**config.mk**
```make
export PLATFORM = sky130hd
export DESIGN_NAME = bus_arbiter_flat
export DESIGN_NICKNAME = d
export VERILOG_FILES = /design/src/rtl/bus_pkg.sv /design/src/rtl/bus_arbiter_if.sv /design/src/rtl/bus_arbiter_rr_pick.sv /design/src/rtl/bus_arbiter.sv /design/src/flat_wrapper.sv
export SDC_FILE = /design/constraint.sdc
export NUM_CORES = 1
export LEC_CHECK = 0
export CAP_MARGIN = 20
export CORE_MARGIN = 1.5
export CORE_UTILIZATION = 33
export DETAILED_ROUTE_END_ITERATION = 10
export PLACE_DENSITY = 0.95
export RECOVER_POWER = 25
export SLEW_MARGIN = 20
export SYNTH_ARGS = -nofsm -noshare
export SYNTH_HDL_FRONTEND = slang
export SYNTH_SLANG_ARGS = --single-unit
```
**constraint.sdc**
```tcl
create_clock -name clk -period 5.6 [get_ports clk]
set_input_delay 0.84 -clock clk [delete_from_list [all_inputs] [get_ports clk]]
set_output_delay 0.84 -clock clk [all_outputs]
set_load 0.005 [all_outputs]
```
**src/rtl/bus_pkg.sv**
```systemverilog
// Shared system bus constants: control word layout, burst codes, arbiter state encoding.
package bus_pkg;

    localparam int unsigned BUS_WIDTH_DEF  = 32;
    localparam int unsigned CTRL_WIDTH_DEF = 8;

    localparam int unsigned CTRL_WAIT_BIT  = 0;
    localparam int unsigned CTRL_WE_BIT    = 1;
    localparam int unsigned CTRL_BURST_LSB = 2;
    localparam int unsigned CTRL_BURST_MSB = 4;

    localparam logic [2:0] BURST_1 = 3'b000;

    // Field view of the default-width control word, LSB last.
    typedef struct packed {
        logic [2:0] rsvd;
        logic [2:0] burst;
        logic       we;
        logic       wait_st;
    } ctrl_word_t;

    localparam int unsigned ST_WIDTH = 2;
    localparam logic [1:0] ST_IDLE    = 2'd0;
    localparam logic [1:0] ST_OWN     = 2'd1;
    localparam logic [1:0] ST_RELEASE = 2'd2;

endpackage

```
**src/rtl/bus_arbiter_if.sv**
```systemverilog
// Master-side arbitration bundle: requests/grants plus the muxed shared bus.
interface bus_arbiter_if import bus_pkg::*; #(
    parameter int unsigned NUM_MASTERS = 4,
    parameter int unsigned IDX_WIDTH   = 2,
    parameter int unsigned BUS_WIDTH   = BUS_WIDTH_DEF,
    parameter int unsigned CTRL_WIDTH  = CTRL_WIDTH_DEF
);
    logic [NUM_MASTERS-1:0]            req;
    logic [NUM_MASTERS-1:0]            ack;
    logic [NUM_MASTERS*BUS_WIDTH-1:0]  m_bus;
    logic [NUM_MASTERS*CTRL_WIDTH-1:0] m_ctrl;
    logic [BUS_WIDTH-1:0]              bus_out;
    logic [CTRL_WIDTH-1:0]             ctrl_out;
    logic [IDX_WIDTH-1:0]              owner;
    logic                              busy;
    logic                              timeout_err;

    // The arbiter drives the shared bus.
    modport master (
        input  req, m_bus, m_ctrl,
        output ack, bus_out, ctrl_out, owner, busy, timeout_err
    );

    modport slave (
        output req, m_bus, m_ctrl,
        input  ack, bus_out, ctrl_out, owner, busy, timeout_err
    );
endinterface

```
**src/rtl/bus_arbiter_rr_pick.sv**
```systemverilog
// Round-robin pick: rotate req so last+1 sits at bit 0, find first set, rotate index back.
module rr_pick #(
    parameter int unsigned NUM_MASTERS = 4,
    parameter int unsigned IDX_WIDTH   = 2
) (
    input  logic [NUM_MASTERS-1:0] req,
    input  logic [IDX_WIDTH-1:0]   last,
    output logic [IDX_WIDTH-1:0]   grant_idx,
    output logic                   valid
);
    localparam int unsigned SUM_WIDTH = IDX_WIDTH + 1;

    logic [SUM_WIDTH-1:0]   start;
    logic [SUM_WIDTH-1:0]   sum;
    logic [NUM_MASTERS-1:0] rot;
    logic [IDX_WIDTH-1:0]   ffs;

    assign start = SUM_WIDTH'(last) + SUM_WIDTH'(1);
    assign rot   = NUM_MASTERS'({req, req} >> start);

    // Lowest set bit wins; scanning downward leaves the lowest one last.
    always_comb begin
        valid = 1'b0;
        ffs   = '0;
        for (int i = NUM_MASTERS - 1; i >= 0; i--) begin
            if (rot[i]) begin
                valid = 1'b1;
                ffs   = IDX_WIDTH'(i);
            end
        end
    end

    assign sum       = SUM_WIDTH'(ffs) + start;
    assign grant_idx = (sum >= SUM_WIDTH'(NUM_MASTERS))
                     ? IDX_WIDTH'(sum - SUM_WIDTH'(NUM_MASTERS))
                     : IDX_WIDTH'(sum);
endmodule

```
**src/rtl/bus_arbiter.sv**
```systemverilog
// Round-robin bus arbiter with tenure timeout and owner-steered output mux.
module bus_arbiter import bus_pkg::*; #(
    parameter int unsigned NUM_MASTERS = 4,
    parameter int unsigned IDX_WIDTH   = 2,
    parameter int unsigned BUS_WIDTH   = BUS_WIDTH_DEF,
    parameter int unsigned CTRL_WIDTH  = CTRL_WIDTH_DEF,
    parameter int unsigned TIMEOUT     = 255,
    parameter int unsigned TMO_WIDTH   = 8
) (
    input  logic          clk,
    input  logic          rst,
    bus_arbiter_if.master bus
);
    logic [ST_WIDTH-1:0]  state_q, state_d;
    logic [IDX_WIDTH-1:0] owner_q, owner_d;
    logic [IDX_WIDTH-1:0] last_q, last_d;
    logic [TMO_WIDTH-1:0] tmo_q, tmo_d;
    logic                 tmo_err_q, tmo_err_d;
    logic [IDX_WIDTH-1:0] pick_idx;
    logic                 pick_valid;
    logic                 own;

    logic [BUS_WIDTH-1:0]  m_bus_arr  [NUM_MASTERS];
    logic [CTRL_WIDTH-1:0] m_ctrl_arr [NUM_MASTERS];

    for (genvar i = 0; i < NUM_MASTERS; i++) begin : g_unflatten
        assign m_bus_arr[i]  = bus.m_bus[i*BUS_WIDTH +: BUS_WIDTH];
        assign m_ctrl_arr[i] = bus.m_ctrl[i*CTRL_WIDTH +: CTRL_WIDTH];
    end

    rr_pick #(
        .NUM_MASTERS (NUM_MASTERS),
        .IDX_WIDTH   (IDX_WIDTH)
    ) u_pick (
        .req       (bus.req),
        .last      (last_q),
        .grant_idx (pick_idx),
        .valid     (pick_valid)
    );

    always_ff @(posedge clk or posedge rst) begin
        if (rst) begin
            state_q   <= ST_IDLE;
            owner_q   <= '0;
            last_q    <= IDX_WIDTH'(NUM_MASTERS - 1);
            tmo_q     <= '0;
            tmo_err_q <= 1'b0;
        end else begin
            state_q   <= state_d;
            owner_q   <= owner_d;
            last_q    <= last_d;
            tmo_q     <= tmo_d;
            tmo_err_q <= tmo_err_d;
        end
    end

    always_comb begin
        state_d   = state_q;
        owner_d   = owner_q;
        last_d    = last_q;
        tmo_d     = tmo_q;
        tmo_err_d = 1'b0;
        case (state_q)
            ST_IDLE: begin
                if (pick_valid) begin
                    owner_d = pick_idx;
                    tmo_d   = '0;
                    state_d = ST_OWN;
                end
            end
            ST_OWN: begin
                tmo_d = tmo_q + TMO_WIDTH'(1);
                // A voluntary drop on the limit cycle counts as a normal release.
                if (!bus.req[owner_q]) begin
                    state_d = ST_RELEASE;
                end else if (tmo_q == TMO_WIDTH'(TIMEOUT - 1)) begin
                    state_d   = ST_RELEASE;
                    tmo_err_d = 1'b1;
                end
            end
            ST_RELEASE: begin
                last_d  = owner_q;
                state_d = ST_IDLE;
            end
            default: state_d = ST_IDLE;
        endcase
    end

    // Bus is quiet (WE=0, burst=000) whenever nobody owns it.
    assign own             = (state_q == ST_OWN);
    assign bus.ack         = own ? (NUM_MASTERS'(1) << owner_q) : '0;
    assign bus.busy        = own;
    assign bus.bus_out     = own ? m_bus_arr[owner_q]  : '0;
    assign bus.ctrl_out    = own ? m_ctrl_arr[owner_q] : '0;
    assign bus.owner       = owner_q;
    assign bus.timeout_err = tmo_err_q;
endmodule

```
**src/flat_wrapper.sv**
```systemverilog
// flat-port wrapper written by rule: the top's interface ports become plain ports
module bus_arbiter_flat import bus_pkg::*;
#(
    parameter int unsigned NUM_MASTERS = 4,
    parameter int unsigned IDX_WIDTH   = 2,
    parameter int unsigned BUS_WIDTH   = BUS_WIDTH_DEF,
    parameter int unsigned CTRL_WIDTH  = CTRL_WIDTH_DEF,
    parameter int unsigned TIMEOUT     = 255,
    parameter int unsigned TMO_WIDTH   = 8
)
  (clk, rst, bus_req, bus_m_bus, bus_m_ctrl, bus_ack, bus_bus_out, bus_ctrl_out, bus_owner, bus_busy, bus_timeout_err);
  bus_arbiter_if #(.NUM_MASTERS(NUM_MASTERS), .IDX_WIDTH(IDX_WIDTH), .BUS_WIDTH(BUS_WIDTH), .CTRL_WIDTH(CTRL_WIDTH)) bus_i ();
  input  logic clk;
  input  logic rst;
  input wire logic [$bits(bus_i.req)-1:0] bus_req;
  input wire logic [$bits(bus_i.m_bus)-1:0] bus_m_bus;
  input wire logic [$bits(bus_i.m_ctrl)-1:0] bus_m_ctrl;
  output wire logic [$bits(bus_i.ack)-1:0] bus_ack;
  output wire logic [$bits(bus_i.bus_out)-1:0] bus_bus_out;
  output wire logic [$bits(bus_i.ctrl_out)-1:0] bus_ctrl_out;
  output wire logic [$bits(bus_i.owner)-1:0] bus_owner;
  output wire logic [$bits(bus_i.busy)-1:0] bus_busy;
  output wire logic [$bits(bus_i.timeout_err)-1:0] bus_timeout_err;
  assign bus_i.req = bus_req;
  assign bus_i.m_bus = bus_m_bus;
  assign bus_i.m_ctrl = bus_m_ctrl;
  assign bus_ack = bus_i.ack;
  assign bus_bus_out = bus_i.bus_out;
  assign bus_ctrl_out = bus_i.ctrl_out;
  assign bus_owner = bus_i.owner;
  assign bus_busy = bus_i.busy;
  assign bus_timeout_err = bus_i.timeout_err;
  bus_arbiter #(.NUM_MASTERS(NUM_MASTERS), .IDX_WIDTH(IDX_WIDTH), .BUS_WIDTH(BUS_WIDTH), .CTRL_WIDTH(CTRL_WIDTH), .TIMEOUT(TIMEOUT), .TMO_WIDTH(TMO_WIDTH)) u_core (.clk(clk), .rst(rst), .bus(bus_i));
endmodule
```
==> impl_metrics.py, run 1 <==
metrics = {
    "grt": {
        "grt_start_max_net_pins": 49,
        "first_pass_grt_wire_length_um": 15300,
        "grt_remaining_overflow": 0,
        "via_count_of_the_first_global_routing_pass": 2663,
        "gr-usage-all-layers_pct": 28.5,
        "antenna_violations_before_repair": 1,
    },
    "synthesis": {
        "syn-instance-count": 191,
        "postSynthRegisterBits": 15,
        "synth-warning-count": 0,
        "asyncSetResetFlopFracSynth_pct": 100,
        "number_of_flops_mapped_to_enable_cells_by_yosys": 0,
        "ys_dominant_reg_cell": "sky130_fd_sc_hd__dfrtp_1",
        "netlist.area_leader.share_pct": 42.9,
        "synthTopCellsByArea": "sky130_fd_sc_hd__mux4_2, sky130_fd_sc_hd__dfrtp_1, sky130_fd_sc_hd__and2_1",
        "post-synth-top-count-cell": "sky130_fd_sc_hd__mux4_2",
        "synth_commonest_cells": "sky130_fd_sc_hd__mux4_2, sky130_fd_sc_hd__and2_1, sky130_fd_sc_hd__dfrtp_1",
        "post_synth_instance_area_mm2": 0.00215,
        "synth.avg_cell_area_um2": 11.3,
        "sequential_cell_area_fraction_in_the_yosys_report_pct": 17.6,
        "synth.net_count": 360,
        "synthDistinctLibCells": 36,
        "synth_area_leader_cell": "sky130_fd_sc_hd__mux4_2",
    },
    "route": {
        "detail_route.wirelength_um": 10200,
        "drt-pass1-iter-count": 4,
        "detail_route.drc_violations": 0,
        "antenna_left": 0,
        "via_count": 2559,
        "routed_via_density": 5.47,
        "wire_per_inst_um": 21.8,
        "detailedRoute.firstIterationViolations": 127,
        "top_layer": "met5",
        "wl_met2_um": 5380,
        "met3WireLength_um": 694,
        "wl_met1_um": 3690,
    },
    "timing": {
        "slew-limit-headroom_pct": -26.6,
        "timing.final.hold_violations": 0,
        "final_period_minus_worst_setup_slack_ps": 4150,
        "clock-skew-final_ps": 2.01,
        "timing.hold.ws_ps": 482,
        "fin_ws_ps": 1450,
        "timing.final.max_slew_violations": 49,
        "report.final.setup_viol": 0,
        "rsz_0062_raised_after_global_routing": "false",
        "min_period_over_period_pct": 74.1,
        "tns_ps": 0,
        "timing_worst_slew_pin_value_ps": 1900,
        "max_freq_mhz": 241,
    },
    "worst_setup_path": {
        "critical_path.endpoint": "bus_bus_out[25]",
        "worst_r2r_setup_slack_ps": 3100,
        "timing.rr.end": "u_core.state_q[0]",
        "timing.rr.start": "u_core.bus.owner[1]",
        "critical_path_class": "flop to primary output",
        "crit_path_start": "u_core.bus.owner[0]",
        "reg2regPathDepth": 3,
        "cp-start-kind": "flop",
        "timing.critical_path.to_type": "primary output",
        "critical_path.max_fanout": 29,
        "cp_data_required_time_ps": 4760,
        "timing.critical_path.arrival_ps": 3310,
    },
    "die": {
        "num_rows": 29,
        "dieWidth_um": 83.7,
        "placeableCoreArea_mm2": 0.00631,
        "initial_utilization_pct": 34.1,
        "die_h_um": 83.7,
        "boundary_pin_count": 214,
        "die_footprint_mm2": 0.00701,
    },
    "power": {
        "static-leakage-power_nw": 1.60,
        "power_per_cell_area_mw_per_mm2": 357,
        "ir_worst_vdd_v": 0.000358,
        "total_power_mw": 1.54,
    },
    "place": {
        "gp_congestion": 0.856,
        "portBuffers": 213,
        "post-dp-hpwl_um": 8480,
        "place_ws_ps": 2160,
    },
    "cells_and_area": {
        "num-nets-final": 561,
        "layout.core_utilization_pct": 68.1,
        "antenna-diode-count": 0,
        "n_fill_cell": 481,
        "syn2layout_area_growth_pct": 99.8,
        "layout-drive-gt1-share_pct": 12.8,
    },
    "clocking": {
        "clock_path_buffers": 2,
        "cts_made_buffers": 3,
        "tritoncts": "built",
        "htree_levels": 1,
        "cts_sinks": 15,
        "postCtsSetupRepairBufs": 0,
        "clkTransAtPathRegs_ps": 60,
        "cts_resized": 0,
        "holdBufCountCts": 0,
        "clock_latency_at_the_later_pin_of_the_worst_skew_pair_ps": 250,
        "cts_root_cell": "sky130_fd_sc_hd__clkbuf_8",
    },
    "status": {
        "outcome": "finished with violations",
        "failed_checks": "capacitance limit, slew limit",
    },
    "hold_path": {
        "hold_path.class": "flop to flop",
    },
    "flow_run": {
        "maxCapViolCount": 1,
    },
}
[layer usage]
layer  track usage, %  vias up
li1                 -     1134
met1             32.3     1250
met2             52.2      141
met3             5.74       32
met4             11.5        2
met5                0        -
[cell type report]
class	count	area [um2]	share of cell area, %
inverters	7	26.3	0.611
flip-flops and latches	15	378	8.79
well taps	77	96.3	2.24
clock buffers	4	45.0	1.05
multi-input cells	150	1610	37.4
repair buffers	215	2150	50.0
[worst min-delay path by stage]
stage                      end  cells after the start       startpoint
5_1_grt        u_core.tmo_q[5]                      1  u_core.tmo_q[5]
2_1_floorplan  u_core.tmo_q[5]                      1  u_core.tmo_q[5]
3_3_place_gp   u_core.tmo_q[5]                      1  u_core.tmo_q[5]
6_report       u_core.tmo_q[5]                      1  u_core.tmo_q[5]
4_1_cts        u_core.tmo_q[5]                      1  u_core.tmo_q[5]
3_5_place_dp   u_core.tmo_q[5]                      1  u_core.tmo_q[5]
[cells in the final DEF (no fill, tap or decap), types with 3 or more instances in the layout]
master,instances
sky130_fd_sc_hd__a31oi_1,4
sky130_fd_sc_hd__mux4_2,41
sky130_fd_sc_hd__and2_1,40
sky130_fd_sc_hd__nand4_1,5
sky130_fd_sc_hd__inv_1,7
sky130_fd_sc_hd__ha_1,3
sky130_fd_sc_hd__clkbuf_8,3
sky130_fd_sc_hd__nand2_1,9
sky130_fd_sc_hd__dfrtp_1,13
sky130_fd_sc_hd__xor2_1,4
sky130_fd_sc_hd__o21ai_0,12
sky130_fd_sc_hd__nor2_1,7
sky130_fd_sc_hd__clkdlybuf4s50_1,211
[worst max-delay path, cell delays in order (launching register included)]
cell	delay (ps)
sky130_fd_sc_hd__dfrtp_1	1320
sky130_fd_sc_hd__buf_4	530
sky130_fd_sc_hd__mux4_2	540
sky130_fd_sc_hd__and2_1	180
sky130_fd_sc_hd__clkdlybuf4s50_1	470
[cells by family (layout without fill, tap and decap cells)]
family                     Yosys count  after routing  share of synthesized area [%]
and+or+nand+nor                     75             75                           19.9
buffers and inverters               26            226                           7.80
DFF                                 15             15                           17.6
muxes                               45             45                           44.9
AOI/OAI and AO/OA                   22             22                           6.05
adders and majority gates            3              3                           1.75
xor gates and xnor gates             5              5                           2.04
[state kept, by name (all words and copies together) (netlist names)]
register and flops:
u_core.tmo_q 8, u_core.bus.owner 2, u_core.last_q 2, u_core.state_q 2, u_core.bus.timeout_err 1
[stage by stage]
stage	instances	cell area, um2
floorplan	191	2150
global placement	464	4260
detailed placement	464	4260
CTS	468	4300
global route	468	4300
finish	468	4300
[power breakdown]
| group | total (mW) | switching (mW) | leakage (nW) | internal (mW) |
|---|---|---|---|---|
| combinational | 1.16 | 0.365 | 1.39 | 0.793 |
| clock | 0.0881 | 0.0376 | 0.0228 | 0.0505 |
| sequential | 0.290 | 0.149 | 0.193 | 0.141 |
| total | 1.54 | 0.552 | 1.60 | 0.985 |
No activity file was read; power rests on OpenSTA's default activity.
==> inputs of run 2 (changes only) <==
--- a/config.mk
+++ b/config.mk
@@ -7,9 +7,9 @@
 export LEC_CHECK = 0
 export CAP_MARGIN = 20
 export CORE_MARGIN = 1.5
-export CORE_UTILIZATION = 33
+export CORE_UTILIZATION = 30
 export DETAILED_ROUTE_END_ITERATION = 10
-export PLACE_DENSITY = 0.95
+export PLACE_DENSITY = 0.93
 export RECOVER_POWER = 25
 export SLEW_MARGIN = 20
 export SYNTH_ARGS = -nofsm -noshare
==> constraint.sdc (replaced) <==
create_clock -name clk -period 4.2 [get_ports clk]
set_input_delay 0.63 -clock clk [delete_from_list [all_inputs] [get_ports clk]]
set_output_delay 0.63 -clock clk [all_outputs]
set_load 0.005 [all_outputs]
==> impl_metrics.py, run 2 (synthesis results as in run 1) <==
metrics = {
    "flow_run": {
        "maxCapViolCount": 0,
    },
    "die": {
        "placeableCoreArea_mm2": 0.00687,
        "die_footprint_mm2": 0.00769,
        "dieWidth_um": 87.7,
        "initial_utilization_pct": 31.3,
        "num_rows": 30,
        "die_h_um": 87.7,
        "boundary_pin_count": 214,
    },
    "worst_setup_path": {
        "cp_data_required_time_ps": 3570,
        "worst_r2r_setup_slack_ps": 2150,
        "timing.rr.start": "u_core.last_q[0]",
        "timing.critical_path.to_type": "primary output",
        "crit_path_start": "u_core.bus.owner[1]",
        "cp-start-kind": "flop",
        "critical_path_class": "flop to primary output",
        "reg2regPathDepth": 8,
        "timing.critical_path.arrival_ps": 2420,
        "critical_path.endpoint": "bus_ctrl_out[2]",
        "critical_path.max_fanout": 48,
        "timing.rr.end": "u_core.bus.owner[1]",
    },
    "power": {
        "power.share.clock_pct": 5.8,
        "net_switching_power_figure_mw": 0.737,
        "ir_worst_vdd_v": 0.000207,
        "power.sequential.fraction_pct": 16.2,
        "swShare_pct": 36.1,
        "power_per_cell_area_mw_per_mm2": 470,
        "static-leakage-power_nw": 1.61,
        "comb_power_share_pct": 78.0,
        "cell_internal_pwr_mw": 1.30,
    },
    "cells_and_area": {
        "final_common_cell": "sky130_fd_sc_hd__clkdlybuf4s50_1",
        "num-nets-final": 562,
        "multi_input_area_mm2": 0.00161,
        "n_fill_cell": 538,
        "syn2layout_area_growth_pct": 102,
        "final_area_mm2": 0.00433,
        "layout_common_cells": "sky130_fd_sc_hd__clkdlybuf4s50_1, sky130_fd_sc_hd__mux4_2, sky130_fd_sc_hd__and2_1, sky130_fd_sc_hd__o21ai_0, sky130_fd_sc_hd__dfrtp_1",
        "largest_reg_flops": 8,
        "area.sequential_um2": 380,
        "top_register": "u_core.tmo_q",
        "layout-drive-gt1-share_pct": 13.5,
    },
    "timing": {
        "tns_ps": 0,
        "timing.final.max_slew_violations": 0,
        "slew-limit-headroom_pct": 28.0,
        "max_freq_mhz": 328,
        "report.final.setup_viol": 0,
        "timing.final.hold_violations": 0,
        "min_period_over_period_pct": 72.6,
        "final_period_minus_worst_setup_slack_ps": 3050,
        "rsz_0062_raised_after_global_routing": "false",
        "timing_worst_slew_pin_value_ps": 1080,
        "clock-skew-final_ps": 1.71,
    },
    "grt": {
        "grt_remaining_overflow": 0,
        "antenna_violations_before_repair": 1,
        "gr-usage-all-layers_pct": 23.4,
        "grt_start_max_net_pins": 49,
        "via_count_of_the_first_global_routing_pass": 2614,
        "first_pass_grt_wire_length_um": 13700,
    },
    "clocking": {
        "clkTransAtPathRegs_ps": 60,
        "postCtsSetupRepairBufs": 0,
        "tritoncts": "built",
        "cts_root_cell": "sky130_fd_sc_hd__clkbuf_8",
        "htree_levels": 1,
        "holdBufCountCts": 0,
        "clock_path_buffers": 2,
        "clock_latency_at_the_later_pin_of_the_worst_skew_pair_ps": 250,
        "cts_made_buffers": 3,
        "cts_resized": 0,
        "cts_sinks": 15,
    },
    "route": {
        "met3WireLength_um": 771,
        "drt-pass1-iter-count": 4,
        "antenna_left": 0,
        "wl_met1_um": 3500,
        "via_count": 2479,
        "detail_route.drc_violations": 0,
        "wl_met2_um": 5080,
        "detail_route.wirelength_um": 9550,
        "top_layer": "met4",
        "routed_via_density": 5.07,
        "wire_per_inst_um": 19.5,
        "detailedRoute.firstIterationViolations": 150,
    },
    "place": {
        "post-dp-hpwl_um": 7900,
        "gp_congestion": 0.833,
        "post_dp_cell_area_mm2": 0.00429,
        "portBuffers": 213,
    },
    "hold_path": {
        "hold_path.class": "flop to flop",
        "hp-start": "u_core.tmo_q[5]",
    },
    "status": {
        "outcome": "finished clean",
    },
}
==> run 2: worst min path at each step <==
stage          slack [ps]  cells past startpoint         endpoint
2_1_floorplan         440                      1  u_core.tmo_q[5]
3_3_place_gp          470                      1  u_core.tmo_q[5]
3_5_place_dp          480                      1  u_core.tmo_q[5]
4_1_cts               490                      1  u_core.tmo_q[5]
5_1_grt               520                      1  u_core.tmo_q[5]
6_report              490                      1  u_core.tmo_q[5]
==> run 2: area by class of cell <==
type	instances	share of cell area (%)
antenna	1	0.0577
clock buffer	4	1.04
inverter	7	0.606
multi-input combinational	150	37.0
sequential	15	8.78
tap	96	2.77
timing repair buffer	216	49.7
==> run 2: layer usage <==
layer / GRT usage (%) / vias up
li1: - / 1140
met1: 26.5 / 1201
met2: 42.0 / 121
met3: 7.35 / 17
met4: 7.07 / 0
met5: 0 / -
==> run 2: power by group through the flow <==
stage               Clock, mW  Combinational [mW]  Sequential, mW
floorplan                   0                1.02           0.225
global placement            0                1.56           0.328
detailed placement          0                1.61           0.331
CTS                     0.120                1.61           0.328
global route            0.128                1.72           0.340
finish                  0.118                1.59           0.331
==> run 2: worst max-delay path: stages, from the launching register on <==
cell,delay (ps)
sky130_fd_sc_hd__dfrtp_2,1080
sky130_fd_sc_hd__mux4_2,420
sky130_fd_sc_hd__and2_1,170
sky130_fd_sc_hd__clkdlybuf4s50_1,470
==> run 2: stage by stage <==
| stage | utilization (%) | std cells | hold WS [ps] | power, mW | setup slack (ps) |
|---|---|---|---|---|---|
| 3_3_place_gp | 62.4 | 484 | 470 | 1.89 | 1430 |
| 3_5_place_dp | 62.4 | 484 | 478 | 1.94 | 1410 |
| 4_1_cts | 63.1 | 488 | 488 | 2.06 | 1170 |
| 6_report | 63.1 | 489 | 491 | 2.04 | 1150 |
| 5_1_grt | 63.1 | 488 | 518 | 2.19 | 1030 |
| 2_1_floorplan | - | 191 | 443 | 1.24 | 2170 |
==> inputs of run 3 (changes only) <==
==> constraint.sdc (replaced) <==
create_clock -name clk -period 3.1 [get_ports clk]
set_input_delay 0.465 -clock clk [delete_from_list [all_inputs] [get_ports clk]]
set_output_delay 0.465 -clock clk [all_outputs]
set_load 0.005 [all_outputs]
==> impl_metrics.py, run 3 (synthesis results as in run 1) <==
metrics = {
    "worst_setup_path": {
        "critical_path.max_fanout": 42,
        "timing.rr.start": "u_core.last_q[0]",
        "critical_path_class": "flop to primary output",
        "crit_path_start": "u_core.bus.owner[1]",
        "timing.critical_path.to_type": "primary output",
        "timing.critical_path.arrival_ps": 2300,
        "cp-start-kind": "flop",
        "cp_data_required_time_ps": 2630,
    },
    "place": {
        "post_dp_cell_area_mm2": 0.00432,
        "post-dp-hpwl_um": 7810,
        "place_ws_ps": 567,
        "gp_congestion": 0.920,
        "dp.cells": 485,
        "portBuffers": 213,
    },
    "die": {
        "initial_utilization_pct": 31.3,
        "boundary_pin_count": 214,
        "die_footprint_mm2": 0.00769,
        "placeableCoreArea_mm2": 0.00687,
        "dieWidth_um": 87.7,
        "num_rows": 30,
        "die_h_um": 87.7,
    },
    "grt": {
        "via_count_of_the_first_global_routing_pass": 2532,
        "grt_remaining_overflow": 0,
        "grt_start_max_net_pins": 43,
        "antenna_violations_before_repair": 0,
        "first_pass_grt_wire_length_um": 13100,
        "gr-usage-all-layers_pct": 22.7,
    },
    "cells_and_area": {
        "final_area_mm2": 0.00437,
        "antenna-diode-count": 0,
        "syn2layout_area_growth_pct": 103,
        "top_register": "u_core.tmo_q",
        "largest_reg_flops": 8,
        "layout-drive-gt1-share_pct": 14.0,
        "final_common_cell": "sky130_fd_sc_hd__clkdlybuf4s50_1",
        "final_cells": 489,
        "layout_common_cells": "sky130_fd_sc_hd__clkdlybuf4s50_1, sky130_fd_sc_hd__mux4_2, sky130_fd_sc_hd__and2_1, sky130_fd_sc_hd__o21ai_0, sky130_fd_sc_hd__dfrtp_1",
        "num-nets-final": 563,
    },
    "power": {
        "net_switching_power_figure_mw": 0.979,
        "static-leakage-power_nw": 1.62,
        "comb_power_share_pct": 78.5,
        "swShare_pct": 35.2,
        "power_per_cell_area_mw_per_mm2": 637,
        "ir_worst_vdd_v": 0.000533,
        "power.sequential.fraction_pct": 15.8,
        "cell_internal_pwr_mw": 1.80,
        "total_power_mw": 2.78,
        "power.share.clock_pct": 5.6,
    },
    "route": {
        "met3WireLength_um": 665,
        "wire_per_inst_um": 19.1,
        "detailedRoute.firstIterationViolations": 79,
        "drt-pass1-iter-count": 4,
        "detail_route.wirelength_um": 9320,
        "wl_met2_um": 5000,
        "wl_met1_um": 3360,
        "via_count": 2485,
        "routed_via_density": 5.08,
        "detail_route.drc_violations": 0,
        "antenna_left": 0,
        "top_layer": "met4",
    },
    "timing": {
        "final_period_minus_worst_setup_slack_ps": 2760,
        "tns_ps": 0,
        "timing.final.hold_violations": 0,
        "timing_worst_slew_pin_value_ps": 941,
        "rsz_0062_raised_after_global_routing": "false",
        "timing.final.max_slew_violations": 0,
        "fin_ws_ps": 340,
        "report.final.setup_viol": 0,
        "slew-limit-headroom_pct": 37.3,
        "clock-skew-final_ps": 6.72,
        "max_freq_mhz": 362,
        "min_period_over_period_pct": 89.0,
    },
    "clocking": {
        "cts_root_cell": "sky130_fd_sc_hd__clkbuf_8",
        "holdBufCountCts": 0,
        "cts_sinks": 15,
        "clock_latency_at_the_later_pin_of_the_worst_skew_pair_ps": 250,
        "clkTransAtPathRegs_ps": 60,
        "postCtsSetupRepairBufs": 0,
        "tritoncts": "built",
        "cts_resized": 0,
        "htree_levels": 1,
        "clock_path_buffers": 2,
        "cts_made_buffers": 3,
    },
    "status": {
        "outcome": "finished clean",
    },
    "flow_run": {
        "maxCapViolCount": 0,
    },
    "hold_path": {
        "hold_path.class": "flop to flop",
        "hp-start": "u_core.tmo_q[5]",
    },
}
[run 3: worst paths after layout]
path,depth (start not counted),end,slack (ps)
max,3,bus_bus_out[10],340
min,1,u_core.tmo_q[5],490
max reg2reg,8,u_core.bus.owner[1],980
min reg2reg,1,u_core.tmo_q[5],490
max in group asynchronous,2,u_core.bus.owner[1],2010
min in group asynchronous,2,u_core.tmo_q[2],700
[run 3: metrics by stage]
stage	hold WS, ps	utilization [%]
after global routing	533	63.6
after global placement	472	62.9
after CTS	486	63.6
final	490	63.6
after detailed placement	473	62.9
after floorplan	365	-
[run 3: critical path, stage by stage, from the launching register on]
cell and delay, ps:
sky130_fd_sc_hd__dfrtp_2 990, sky130_fd_sc_hd__mux4_2 430, sky130_fd_sc_hd__and2_1 170, sky130_fd_sc_hd__clkdlybuf4s50_1 450
[run 3: layout make-up]
type | count | area, um2
multi-input cells | 150 | 1610
flip-flops and latches | 15 | 380
fillers | 553 | 2500
repair buffers | 217 | 2190
clock buffers | 3 | 41.3
inverters | 7 | 26.3
well taps | 96 | 120
clock inverters | 1 | 5.00
[run 3: power by group through the flow]
stage               combinational [mW]  sequential (mW)  clock (mW)
detailed placement                2.20            0.443           0
floorplan                         1.38            0.304           0
global placement                  2.16            0.432           0
finish                            2.18            0.441       0.157
global route                      2.37            0.453       0.169
CTS                               2.21            0.440       0.160
[run 3: per-layer routing]
| layer | global-route usage (%) | up-vias |
|---|---|---|
| met4 | 8.37 | 0 |
| met3 | 5.37 | 26 |
| met5 | 0 | - |
| met1 | 25.0 | 1211 |
| li1 | - | 1141 |
| met2 | 42.3 | 107 |
